`config.mk`:
```
export PLATFORM = sky130hd
export DESIGN_NAME = decode_queue
export DESIGN_NICKNAME = d
export VERILOG_FILES = /design/src/rtl/decode_queue_pkg.sv /design/src/rtl/decode_queue_lane.sv /design/src/rtl/decode_queue.sv
export SDC_FILE = /design/constraint.sdc
export NUM_CORES = 2
export LEC_CHECK = 0
export CORE_MARGIN = 2
export CORE_UTILIZATION = 40
export DETAILED_ROUTE_END_ITERATION = 12
export DONT_BUFFER_PORTS = 1
export PLACE_DENSITY_LB_ADDON = 0.12
export SYNTH_ARGS = -nofsm -noshare
export SYNTH_HDL_FRONTEND = slang
export SYNTH_SLANG_ARGS = --single-unit
export TNS_END_PERCENT = 50
```
`constraint.sdc`:
```
create_clock -name clk -period 32.3 [get_ports clk]
set_clock_uncertainty 0.15 [all_clocks]
set_input_delay 1.615 -clock clk [delete_from_list [all_inputs] [get_ports clk]]
set_output_delay 1.615 -clock clk [all_outputs]
set_load 0.05 [all_outputs]
```
`src/rtl/decode_queue_pkg.sv`:
```
// Shared control-bundle encodings, ctrl field offsets and queue entry layout.
package decode_queue_pkg;

  localparam int DQ_CTRL_W = 29;

  // Bit offsets of each field inside the 29-bit ctrl bundle (LSB = div).
  localparam int DQ_DIV_OFF     = 0;
  localparam int DQ_MULS_OFF    = 1;
  localparam int DQ_HILO_OFF    = 2;
  localparam int DQ_SHAMT_OFF   = 6;
  localparam int DQ_BRJ_OFF     = 7;
  localparam int DQ_REGEN_OFF   = 10;
  localparam int DQ_M2R_OFF     = 11;
  localparam int DQ_MEMEN_OFF   = 14;
  localparam int DQ_ALUOP_OFF   = 18;
  localparam int DQ_ALUSRC_OFF  = 23;
  localparam int DQ_REGDST_OFF  = 25;
  localparam int DQ_BRANCH_OFF  = 27;

  localparam logic [1:0] BRANCH_PC4 = 2'd0, BRANCH_COND = 2'd1, BRANCH_J = 2'd2, BRANCH_JR = 2'd3;
  localparam logic [1:0] REGDST_RT = 2'd0, REGDST_RD = 2'd1, REGDST_RA = 2'd2;
  localparam logic [1:0] ALUSRC_REG = 2'd0, ALUSRC_IMM_S = 2'd1, ALUSRC_IMM_Z = 2'd2, ALUSRC_LUI = 2'd3;

  // ADD/SUB never trap; ADDT/SUBT are the overflow-trapping forms.
  localparam logic [4:0] ALUOP_NOP = 5'd0,  ALUOP_ADD = 5'd1,  ALUOP_ADDT = 5'd2, ALUOP_SUB = 5'd3,
                         ALUOP_SUBT = 5'd4, ALUOP_AND = 5'd5,  ALUOP_OR = 5'd6,   ALUOP_XOR = 5'd7,
                         ALUOP_NOR = 5'd8,  ALUOP_SLT = 5'd9,  ALUOP_SLTU = 5'd10, ALUOP_SLL = 5'd11,
                         ALUOP_SRL = 5'd12, ALUOP_SRA = 5'd13, ALUOP_LUI = 5'd14, ALUOP_MULT = 5'd15,
                         ALUOP_DIV = 5'd16;

  localparam logic [3:0] MEMEN_NONE = 4'd0, MEMEN_LB = 4'd1,  MEMEN_LBU = 4'd2, MEMEN_LH = 4'd3,
                         MEMEN_LHU = 4'd4,  MEMEN_LW = 4'd5,  MEMEN_LWL = 4'd6, MEMEN_LWR = 4'd7,
                         MEMEN_SB = 4'd8,   MEMEN_SH = 4'd9,  MEMEN_SW = 4'd10, MEMEN_SWL = 4'd11,
                         MEMEN_SWR = 4'd12;

  localparam logic [2:0] REG_FROM_ALU = 3'd0, REG_FROM_MEM = 3'd1, REG_FROM_HI = 3'd2,
                         REG_FROM_LO = 3'd3, REG_FROM_PC8 = 3'd4;

  localparam logic REGEN_N = 1'b0, REGEN_Y = 1'b1;

  localparam logic [2:0] BRJUDGE_NONE = 3'd0, BRJUDGE_EQ = 3'd1, BRJUDGE_NE = 3'd2, BRJUDGE_LEZ = 3'd3,
                         BRJUDGE_GTZ = 3'd4, BRJUDGE_LTZ = 3'd5, BRJUDGE_GEZ = 3'd6;

  localparam logic USE_SHAMT = 1'b1;

  // hilo_rwen = {hi_write, lo_write, hi_read, lo_read}
  localparam logic [3:0] HILO_NONE = 4'b0000, HILO_RD_LO = 4'b0001, HILO_RD_HI = 4'b0010,
                         HILO_WR_LO = 4'b0100, HILO_WR_HI = 4'b1000, HILO_WR_BOTH = 4'b1100;

  typedef struct packed {
    logic [31:0]          pc;
    logic [31:0]          inst;
    logic [DQ_CTRL_W-1:0] ctrl;
    logic                 ri;
    logic                 ds;
  } dq_entry_t;

endpackage

```
`src/rtl/decode_queue_lane.sv`:
```
// Combinational MIPS-I decoder for one fetch lane: ctrl bundle, reserved flag, branch flag.
module inst_decode_lane
  import decode_queue_pkg::*;
(
  input  logic [31:0]          inst,
  output logic [DQ_CTRL_W-1:0] ctrl,
  output logic                 ri,
  output logic                 is_branch
);

  logic [5:0] op, funct;
  logic [4:0] rt;
  logic [1:0] branch, regdst, alusrc;
  logic [4:0] aluop;
  logic [3:0] memen, hilo_rwen;
  logic [2:0] memtoreg, brjudge;
  logic       regen, shamt, mul_sign, div, known;
  logic       unused_fields;

  assign op            = inst[31:26];
  assign rt            = inst[20:16];
  assign funct         = inst[5:0];
  assign unused_fields = ^{inst[25:21], inst[15:6]};

  // Field decode; anything not matched clears known.
  always_comb begin
    branch = BRANCH_PC4; regdst = REGDST_RT; alusrc = ALUSRC_REG; aluop = ALUOP_NOP;
    memen = MEMEN_NONE; memtoreg = REG_FROM_ALU; regen = REGEN_N; brjudge = BRJUDGE_NONE;
    shamt = 1'b0; hilo_rwen = HILO_NONE; mul_sign = 1'b0; div = 1'b0; known = 1'b1;
    case (op)
      6'h00: begin
        regdst = REGDST_RD; regen = REGEN_Y;
        case (funct)
          6'h00: begin aluop = ALUOP_SLL; shamt = USE_SHAMT; end
          6'h02: begin aluop = ALUOP_SRL; shamt = USE_SHAMT; end
          6'h03: begin aluop = ALUOP_SRA; shamt = USE_SHAMT; end
          6'h04: aluop = ALUOP_SLL;
          6'h06: aluop = ALUOP_SRL;
          6'h07: aluop = ALUOP_SRA;
          6'h08: begin branch = BRANCH_JR; regen = REGEN_N; end
          6'h09: begin branch = BRANCH_JR; memtoreg = REG_FROM_PC8; end
          6'h0C: regen = REGEN_N;
          6'h10: begin memtoreg = REG_FROM_HI; hilo_rwen = HILO_RD_HI; end
          6'h11: begin regen = REGEN_N; hilo_rwen = HILO_WR_HI; end
          6'h12: begin memtoreg = REG_FROM_LO; hilo_rwen = HILO_RD_LO; end
          6'h13: begin regen = REGEN_N; hilo_rwen = HILO_WR_LO; end
          6'h18: begin regen = REGEN_N; aluop = ALUOP_MULT; hilo_rwen = HILO_WR_BOTH; mul_sign = 1'b1; end
          6'h19: begin regen = REGEN_N; aluop = ALUOP_MULT; hilo_rwen = HILO_WR_BOTH; end
          6'h1A: begin regen = REGEN_N; aluop = ALUOP_DIV; hilo_rwen = HILO_WR_BOTH; mul_sign = 1'b1; div = 1'b1; end
          6'h1B: begin regen = REGEN_N; aluop = ALUOP_DIV; hilo_rwen = HILO_WR_BOTH; div = 1'b1; end
          6'h20: aluop = ALUOP_ADDT;
          6'h21: aluop = ALUOP_ADD;
          6'h22: aluop = ALUOP_SUBT;
          6'h23: aluop = ALUOP_SUB;
          6'h24: aluop = ALUOP_AND;
          6'h25: aluop = ALUOP_OR;
          6'h26: aluop = ALUOP_XOR;
          6'h27: aluop = ALUOP_NOR;
          6'h2A: aluop = ALUOP_SLT;
          6'h2B: aluop = ALUOP_SLTU;
          default: known = 1'b0;
        endcase
      end
      6'h01: begin
        branch = BRANCH_COND;
        case (rt)
          5'h00, 5'h10: brjudge = BRJUDGE_LTZ;
          5'h01, 5'h11: brjudge = BRJUDGE_GEZ;
          default:      known = 1'b0;
        endcase
        if (rt[4]) begin regen = REGEN_Y; regdst = REGDST_RA; memtoreg = REG_FROM_PC8; end
      end
      6'h02: branch = BRANCH_J;
      6'h03: begin branch = BRANCH_J; regdst = REGDST_RA; memtoreg = REG_FROM_PC8; regen = REGEN_Y; end
      6'h04: begin branch = BRANCH_COND; brjudge = BRJUDGE_EQ; end
      6'h05: begin branch = BRANCH_COND; brjudge = BRJUDGE_NE; end
      6'h06: begin branch = BRANCH_COND; brjudge = BRJUDGE_LEZ; end
      6'h07: begin branch = BRANCH_COND; brjudge = BRJUDGE_GTZ; end
      6'h08: begin regen = REGEN_Y; alusrc = ALUSRC_IMM_S; aluop = ALUOP_ADDT; end
      6'h09: begin regen = REGEN_Y; alusrc = ALUSRC_IMM_S; aluop = ALUOP_ADD; end
      6'h0A: begin regen = REGEN_Y; alusrc = ALUSRC_IMM_S; aluop = ALUOP_SLT; end
      6'h0B: begin regen = REGEN_Y; alusrc = ALUSRC_IMM_S; aluop = ALUOP_SLTU; end
      6'h0C: begin regen = REGEN_Y; alusrc = ALUSRC_IMM_Z; aluop = ALUOP_AND; end
      6'h0D: begin regen = REGEN_Y; alusrc = ALUSRC_IMM_Z; aluop = ALUOP_OR; end
      6'h0E: begin regen = REGEN_Y; alusrc = ALUSRC_IMM_Z; aluop = ALUOP_XOR; end
      6'h0F: begin regen = REGEN_Y; alusrc = ALUSRC_LUI; aluop = ALUOP_LUI; end
      6'h20, 6'h21, 6'h22, 6'h23, 6'h24, 6'h25, 6'h26: begin
        regen = REGEN_Y; alusrc = ALUSRC_IMM_S; aluop = ALUOP_ADD; memtoreg = REG_FROM_MEM;
        case (op[2:0])
          3'd0:    memen = MEMEN_LB;
          3'd1:    memen = MEMEN_LH;
          3'd2:    memen = MEMEN_LWL;
          3'd3:    memen = MEMEN_LW;
          3'd4:    memen = MEMEN_LBU;
          3'd5:    memen = MEMEN_LHU;
          default: memen = MEMEN_LWR;
        endcase
      end
      6'h28, 6'h29, 6'h2A, 6'h2B, 6'h2E: begin
        alusrc = ALUSRC_IMM_S; aluop = ALUOP_ADD;
        case (op[2:0])
          3'd0:    memen = MEMEN_SB;
          3'd1:    memen = MEMEN_SH;
          3'd2:    memen = MEMEN_SWL;
          3'd3:    memen = MEMEN_SW;
          default: memen = MEMEN_SWR;
        endcase
      end
      default: known = 1'b0;
    endcase
  end

  assign ri        = ~known;
  assign is_branch = known && (branch != BRANCH_PC4);

  // Pack the bundle; reserved encodings lose every side effect but keep the rest.
  always_comb begin
    ctrl = '0;
    ctrl[DQ_BRANCH_OFF +: 2] = ri ? BRANCH_PC4 : branch;
    ctrl[DQ_REGDST_OFF +: 2] = regdst;
    ctrl[DQ_ALUSRC_OFF +: 2] = alusrc;
    ctrl[DQ_ALUOP_OFF +: 5]  = aluop;
    ctrl[DQ_MEMEN_OFF +: 4]  = ri ? MEMEN_NONE : memen;
    ctrl[DQ_M2R_OFF +: 3]    = memtoreg;
    ctrl[DQ_REGEN_OFF]       = regen & ~ri;
    ctrl[DQ_BRJ_OFF +: 3]    = brjudge;
    ctrl[DQ_SHAMT_OFF]       = shamt;
    ctrl[DQ_HILO_OFF +: 4]   = ri ? HILO_NONE : hilo_rwen;
    ctrl[DQ_MULS_OFF]        = mul_sign;
    ctrl[DQ_DIV_OFF]         = div;
  end

endmodule

```
`src/rtl/decode_queue.sv`:
```
// Decode-and-buffer stage: decodes up to FETCH_W lanes per beat into a circular queue drained one per cycle.
module decode_queue
  import decode_queue_pkg::*;
#(
  parameter int FETCH_W = 2,
  parameter int DEPTH   = 8,
  parameter int CNT_W   = $clog2(DEPTH + 1)
) (
  input  logic                   clk,
  input  logic                   rst,
  input  logic                   flush,
  input  logic                   in_valid,
  output logic                   in_ready,
  input  logic [FETCH_W-1:0]     in_mask,
  input  logic [31:0]            in_pc,
  input  logic [32*FETCH_W-1:0]  in_inst,
  output logic                   out_valid,
  input  logic                   out_ready,
  output logic [31:0]            out_pc,
  output logic [31:0]            out_inst,
  output logic [DQ_CTRL_W-1:0]   out_ctrl,
  output logic                   out_ri,
  output logic                   out_ds,
  output logic [CNT_W-1:0]       count
);

  localparam int PTR_W = $clog2(DEPTH);

  dq_entry_t            mem [DEPTH];
  dq_entry_t            lane_entry [FETCH_W];
  dq_entry_t            head;
  logic [DQ_CTRL_W-1:0] lane_ctrl [FETCH_W];
  logic [FETCH_W-1:0]   lane_ri, lane_br, lane_we;
  logic [PTR_W-1:0]     wr_ptr, rd_ptr;
  logic [CNT_W-1:0]     num_push;
  logic                 tracker, push, pop, last_br, lane_run;

  for (genvar g = 0; g < FETCH_W; g++) begin : g_lane
    inst_decode_lane u_dec (
      .inst      (in_inst[32*g +: 32]),
      .ctrl      (lane_ctrl[g]),
      .ri        (lane_ri[g]),
      .is_branch (lane_br[g])
    );
  end

  assign in_ready  = (CNT_W'(DEPTH) - count) >= CNT_W'(FETCH_W);
  assign out_valid = (count != '0);
  assign push      = in_valid && in_ready && in_mask[0] && !flush;
  assign pop       = out_valid && out_ready && !flush;

  // Leading-ones lane enables, per-lane entries and the branch status of the last lane written.
  always_comb begin
    lane_we  = '0;
    num_push = '0;
    last_br  = tracker;
    lane_run = push;
    for (int i = 0; i < FETCH_W; i++) begin
      lane_run             = lane_run && in_mask[i];
      lane_we[i]           = lane_run;
      lane_entry[i].pc     = in_pc + 32'(4 * i);
      lane_entry[i].inst   = in_inst[32*i +: 32];
      lane_entry[i].ctrl   = lane_ctrl[i];
      lane_entry[i].ri     = lane_ri[i];
      lane_entry[i].ds     = (i == 0) ? tracker : lane_br[(i == 0) ? 0 : i - 1];
      if (lane_run) begin
        num_push = num_push + CNT_W'(1);
        last_br  = lane_br[i];
      end
    end
  end

  // Pointers, occupancy and delay-slot tracker; flush wins over push and pop.
  always_ff @(posedge clk or posedge rst) begin
    if (rst) begin
      wr_ptr  <= '0;
      rd_ptr  <= '0;
      count   <= '0;
      tracker <= 1'b0;
    end else if (flush) begin
      wr_ptr  <= '0;
      rd_ptr  <= '0;
      count   <= '0;
      tracker <= 1'b0;
    end else begin
      if (push) begin
        wr_ptr  <= wr_ptr + PTR_W'(num_push);
        tracker <= last_br;
      end
      if (pop) rd_ptr <= rd_ptr + PTR_W'(1);
      count <= count + num_push - CNT_W'(pop);
    end
  end

  // Entry storage; only enabled lanes are written, at consecutive slots from wr_ptr.
  always_ff @(posedge clk or posedge rst) begin
    if (rst) begin
      for (int i = 0; i < DEPTH; i++) mem[i] <= '0;
    end else begin
      for (int i = 0; i < FETCH_W; i++)
        if (lane_we[i]) mem[wr_ptr + PTR_W'(i)] <= lane_entry[i];
    end
  end

  assign head     = mem[rd_ptr];
  assign out_pc   = head.pc;
  assign out_inst = head.inst;
  assign out_ctrl = head.ctrl;
  assign out_ri   = head.ri;
  assign out_ds   = head.ds;

endmodule

```
# After elaboration in Yosys (flattened, before gate mapping)

Index checks and enable logic that the tools add are counted.

Add/subtract/negate cells: 8
Magnitude comparators: 6
Equality and inequality tests: 122
Muxes and demuxes: 86
Bitwise operators: 7
Reduce and logical (&&, ||, !) cells: 73

Operators with widths:

| kind                  | count |
|---|---|
| $bwmux 760            | 2 |
| $mux 760              | 2 |
| $demux 95 s3          | 2 |
| $mux 95               | 4 |
| $bmux 95 s3           | 1 |
| $eq 6x6->1 const B    | 44 |
| $pmux 5 s15           | 2 |
| $eq 6x4->1 const B    | 22 |
| $eq 6x5->1 const B    | 16 |
| $pmux 5 s9            | 2 |
| $eq 6x3->1 const B    | 14 |
| $reduce_or 16->1      | 4 |
| $reduce_or 27->1      | 2 |
| $reduce_or 26->1      | 2 |
| $eq 6x2->1 const B    | 8 |
| $pmux 3 s4            | 4 |
| $pmux 4 s5            | 2 |
| $reduce_or 2->1       | 20 |
| $pmux 2 s3            | 6 |
| $pmux 3 s6            | 2 |
| $add 32x3->32 const B | 1 |
| $mux 4                | 8 |
| $pmux 3 s5            | 2 |
| $reduce_or 13->1      | 2 |
| other kinds (39)      | 128 |

Register bits: 771
Input port bits: 103
Output and inout bits: 101
Word-level logic and storage cells: 346

# Depth between registers and ports, before layout

Depth after elaboration: 12
Depth in mapped cells: 16
Depth with buffers taken out: 14

# Modules after synthesis

A second synthesis with hierarchy kept.

Cells, all modules: 4838
Area total of the unflattened synthesis: 44388.8 µm²

By module, submodules not included:

| module                             | times used | cells each | area an instance (µm²) | seq. area each (µm²) |
|---|---|---|---|---|
| decode_queue                       | 1          | 4539       | 42644.6                | 19293.5 |
| inst_decode_lane (g_lane[0].u_dec) | 1          | 153        | 882.1                  | 0.0 |
| inst_decode_lane (g_lane[1].u_dec) | 1          | 146        | 862.1                  | 0.0 |

# Worst setup path after synthesis

OpenSTA, ideal clock, no wires.

Path type: input to register
From: in flush
To: reg count[2]
Setup time: 0.132 ns
Arrival: 3.771 ns
Required time: 32.018 ns
Slack: 28.247 ns
Cell stages on the path: 13
Buffers on the path: 3
Cells stage by stage: clkbuf_1 -> nand3b_1 -> a21o_1 -> clkbuf_1 -> clkbuf_1 -> nor2_1 -> inv_1 -> ha_1 -> inv_1 -> ha_1 -> fa_1 -> xnor2_1 -> nor2_1

Longest elaborated chain between the ends: 9
Elaborated cells between the ends (all ways): 11
Classes of those cells: 3 x add/sub; 3 x mux; 5 x reduce/logical

Ends and longest elaborated chain:

| element              | RTL line                               | RTL |
|---|---|---|
| start, declared      | decode_queue.sv:11                     | `input logic flush,` |
| $logic_not 1->1      | decode_queue.sv:49, decode_queue.sv:50 |  |
| $logic_and 1x1->1    | decode_queue.sv:49                     | `assign push = in_valid && in_ready && in_mask[0] && !flush;` |
| $logic_and 1x1->1    | decode_queue.sv:59                     | `lane_run = lane_run && in_mask[i];` |
| $mux 1               | decode_queue.sv:66                     | `if (lane_run) begin` |
| $add 4x1->4          | decode_queue.sv:67                     | `num_push = num_push + CNT_W'(1);` |
| $mux 4               | decode_queue.sv:66                     |  |
| $add 4x4->4          | decode_queue.sv:91                     | `count <= count + num_push - CNT_W'(pop);` |
| $sub 4x1->4          | decode_queue.sv:91                     |  |
| $mux 4 *             | decode_queue.sv:80                     | `end else if (flush) begin` |
| end signal, assigned | decode_queue.sv:91                     |  |
| end, declared        | decode_queue.sv:24                     | `output logic [CNT_W-1:0] count` |

Every way passes the cells marked *; elsewhere a longest branch is shown, timed or not.
A chain may end at the register's enable or synchronous reset.

# Worst setup path in the final report

From: reg rd_ptr[0]
To: out out_pc[5]

Longest elaborated chain between the ends: 4

Ends and longest elaborated chain:

| element                                    | RTL line            | RTL |
|---|---|---|
| start, declared                            | decode_queue.sv:34  | `logic [PTR_W-1:0] wr_ptr, rd_ptr;` |
| start signal, assigned                     | decode_queue.sv:90  | `if (pop) rd_ptr <= rd_ptr + PTR_W'(1);` |
| $not 3->4 (not written as such)            | decode_queue.sv:105 | `assign head = mem[rd_ptr];` |
| $bmux 95 s3                                | decode_queue.sv:105 |  |
| $mux 95 (not written as such) (2 in a row) | decode_queue.sv:105 |  |
| end, declared                              | decode_queue.sv:19  | `output logic [31:0] out_pc,` |

No other way between the ends. The select of a mux whose other input is x is not followed.

==> metrics.yaml <==
grt_pass1_vias: 34300
grtUsageMet1_pct: 47.1
slew_viol_final: 0
p_seq_share_pct: 36.3
reg2reg_from: "count[0]"
regToRegSetupSlack_ps: 27580
ys_warn_count: 0
max_freq_ghz: 0.155
grt_util_met3_pct: 7.95
cts.hold.buffers_added: 0
drc: 0
htree_levels: 3
finalHoldViolations: 0
power.total_mw: 3.74
p_int_mw: 2.26
layout_min_cycle_time_ps: 6450
synthCells: 4024
fp.dieH_um: 323
post_cts_buffers: 0
top_usage_layer: "met2"
rr_worst_depth: 9
endpoint_kind: "output pin"
syn_avg_cell_area_um2: 10.1
tightest_slew_ps: 1330
hold_class: "flip-flop to flip-flop"
antenna_found_initial: 5
required_ps: 30530
numPortBuffers: 0
dieArea_um2: 104000
synth_cell_types: 91
use_met2_pct: 49.6
ctsLongestPathBuffers: 3
path_max_fanout: 50
vdd_drop_max_mv: 0.0603
drtIter0Drc: 4150
initial_core_util_pct: 40.5
p_per_area_nw_per_um2: 83.8
combPwrFrac_pct: 35.1
clk_pin_slew_ps: 60
fin_hold_ws_ps: 315
worstHoldEndpoint: "mem[348]"
fin_area_um2: 44600
placed_cell_area_um2: 41600
cts_tree: "done"
io_pins: 204
synth_edf_count: 0
arrival_ps: 4680
slew_headroom_pct: 10.3
outcome: "completed"
clockRootBuffer: "clkbuf_16"
via_count: 35000
routedWlPerCell_um: 33.6
setup_tns_ps: 0
startpoint_type: "flip-flop"
grt_max_degree: 160
rsz0062_at_grt: "false"
finalWirelength_um: 174000
worstHoldPathCells: 2
gr-total-overflow: 0
maxCapViolCount: 0
ctsResizeCount: 0
clockPowerShare_pct: 28.6
core_um2: 100000
dpl.hpwl_um: 96200
rr_endpoint: "mem[162]"
synth_seq_area_share_pct: 47.4
grt_pass1_wl_um: 253000
grtUsageTotal_pct: 33.2
ys_ff_latch: 771
swShare_pct: 39.7
p_switching_mw: 1.48
syn_nets: 4141
rows: 116
ys.flop_type: "dfrtp_1"
drive_gt1_share_pct: 15.8
via_per_inst: 6.75
netlist_area_um2: 40700
setup-violations-final: 0
gp_congestion: 0.901
finalCritPeriodShare_pct: 20.0
worstSkewPairLatency_ps: 680
dr.pass1.iters: 6
die-width_um: 323
async_flop_share_pct: 100
nNetsFinal: 3867
min_from: "mem[348]"
syn2layout_area_growth_pct: 9.62
antenna_left: 0
cts_buffers: 90
clkSinkCount: 771
leakage_nw: 19.0
critPathKind: "flip-flop to output pin"
==> synth_stat cells, types with 21 or more instances <==
| cell | n | area share, % |
|---|---|---|
| a211oi_1 | 33 | 0.61 |
| a21o_1 | 21 | 0.39 |
| a21oi_1 | 156 | 1.9 |
| a221o_1 | 39 | 0.96 |
| a221oi_1 | 128 | 2.8 |
| a22oi_1 | 183 | 3.4 |
| a31oi_1 | 47 | 0.72 |
| buf_1 | 57 | 0.53 |
| buf_2 | 99 | 1.2 |
| clkbuf_1 | 282 | 2.6 |
| dfrtp_1 | 771 | 47 |
| inv_1 | 23 | 0.21 |
| mux2_2 | 97 | 2.7 |
| mux2i_1 | 43 | 1.1 |
| mux4_2 | 190 | 11 |
| nand2_1 | 573 | 5.3 |
| nand2b_1 | 22 | 0.34 |
| nand3_1 | 35 | 0.43 |
| nor2_1 | 542 | 5.0 |
| nor2b_1 | 22 | 0.34 |
| nor3_1 | 36 | 0.44 |
| o21a_1 | 23 | 0.42 |
| o21ai_0 | 84 | 1.0 |
| o221ai_1 | 45 | 0.97 |
| o22ai_1 | 218 | 3.4 |
==> state kept, by name, summed over array words and instances (netlist names) <==
name     count
mem        760
count        4
rd_ptr       3
tracker      1
wr_ptr       3
==> logic make-up after synthesis <==
kind of cell             synth area share [%]
AND/OR/NAND/NOR                          13.5
AO/OA/AOI/OAI                            18.9
flip-flops                               47.4
buffers and inverters                    4.72
multiplexers                             14.3
XOR/XNOR                                0.812
adder cells (fa/ha/maj)                 0.467
==> metal layers <==
metal	vias up	part of all wire, %
met2	2227	44
met5	-	0.016
li1	14300	-
met4	4	3.7
met3	397	11
met1	18000	41
==> critical path, stage by stage, from the launching register on <==
cell,delay (ps)
dfrtp_4,1050
buf_4,850
buf_4,960
mux4_2,620
mux2_2,430
==> power by group through the flow <==
stage	sequential [mW]	clock (mW)	combinational (mW)
floorplan	1.31	0	1.09
global placement	1.37	0	1.30
detailed placement	1.37	0	1.31
CTS	1.36	1.08	1.32
global route	1.39	1.12	1.40
finish	1.36	1.07	1.31
==> worst max-delay path by stage <==
stage                   start        end  slack, ps  cells after the start
finish              rd_ptr[0]  out_pc[5]      25850                      4
CTS                 rd_ptr[0]  out_pc[5]      25690                      4
detailed placement  rd_ptr[0]  out_pc[5]      26420                      4
global route        rd_ptr[0]  out_pc[5]      25500                      4
global placement    rd_ptr[0]  out_pc[5]      26530                      4
floorplan                 rst   count[0]       8890                      1
==> cells in the final DEF, fill, tap and decap left out, types with 76 or more instances in the layout <==
| cell type | count |
|---|---|
| dfrtp_1 | 768 |
| nand2_1 | 565 |
| nor2_1 | 536 |
| o22ai_1 | 218 |
| mux4_2 | 190 |
| a22oi_1 | 183 |
| a21oi_1 | 151 |
| a221oi_1 | 128 |
| mux2_2 | 97 |
| clkbuf_16 | 91 |
| o21ai_0 | 84 |
| buf_4 | 76 |
==> final cells by class <==
cell class | instances | area [um^2]
Clock inverter | 41 | 485
Fill cell | 9541 | 55800
Sequential cell | 771 | 19300
Tap cell | 1357 | 1700
Timing Repair Buffer | 77 | 591
Clock buffer | 124 | 2560
Antenna cell | 1 | 2.50
Inverter | 28 | 113
Multi-Input combinational cell | 2782 | 19900
==> through the flow <==
stage	std cells	util [%]	setup WS, ps
CTS	5180	44.4	25690
global placement	5015	41.4	26530
finish	5181	44.4	25850
global route	5180	44.4	25500
detailed placement	5015	41.4	26420
floorplan	4024	-	8890
(Power assumes the default switching activity.)
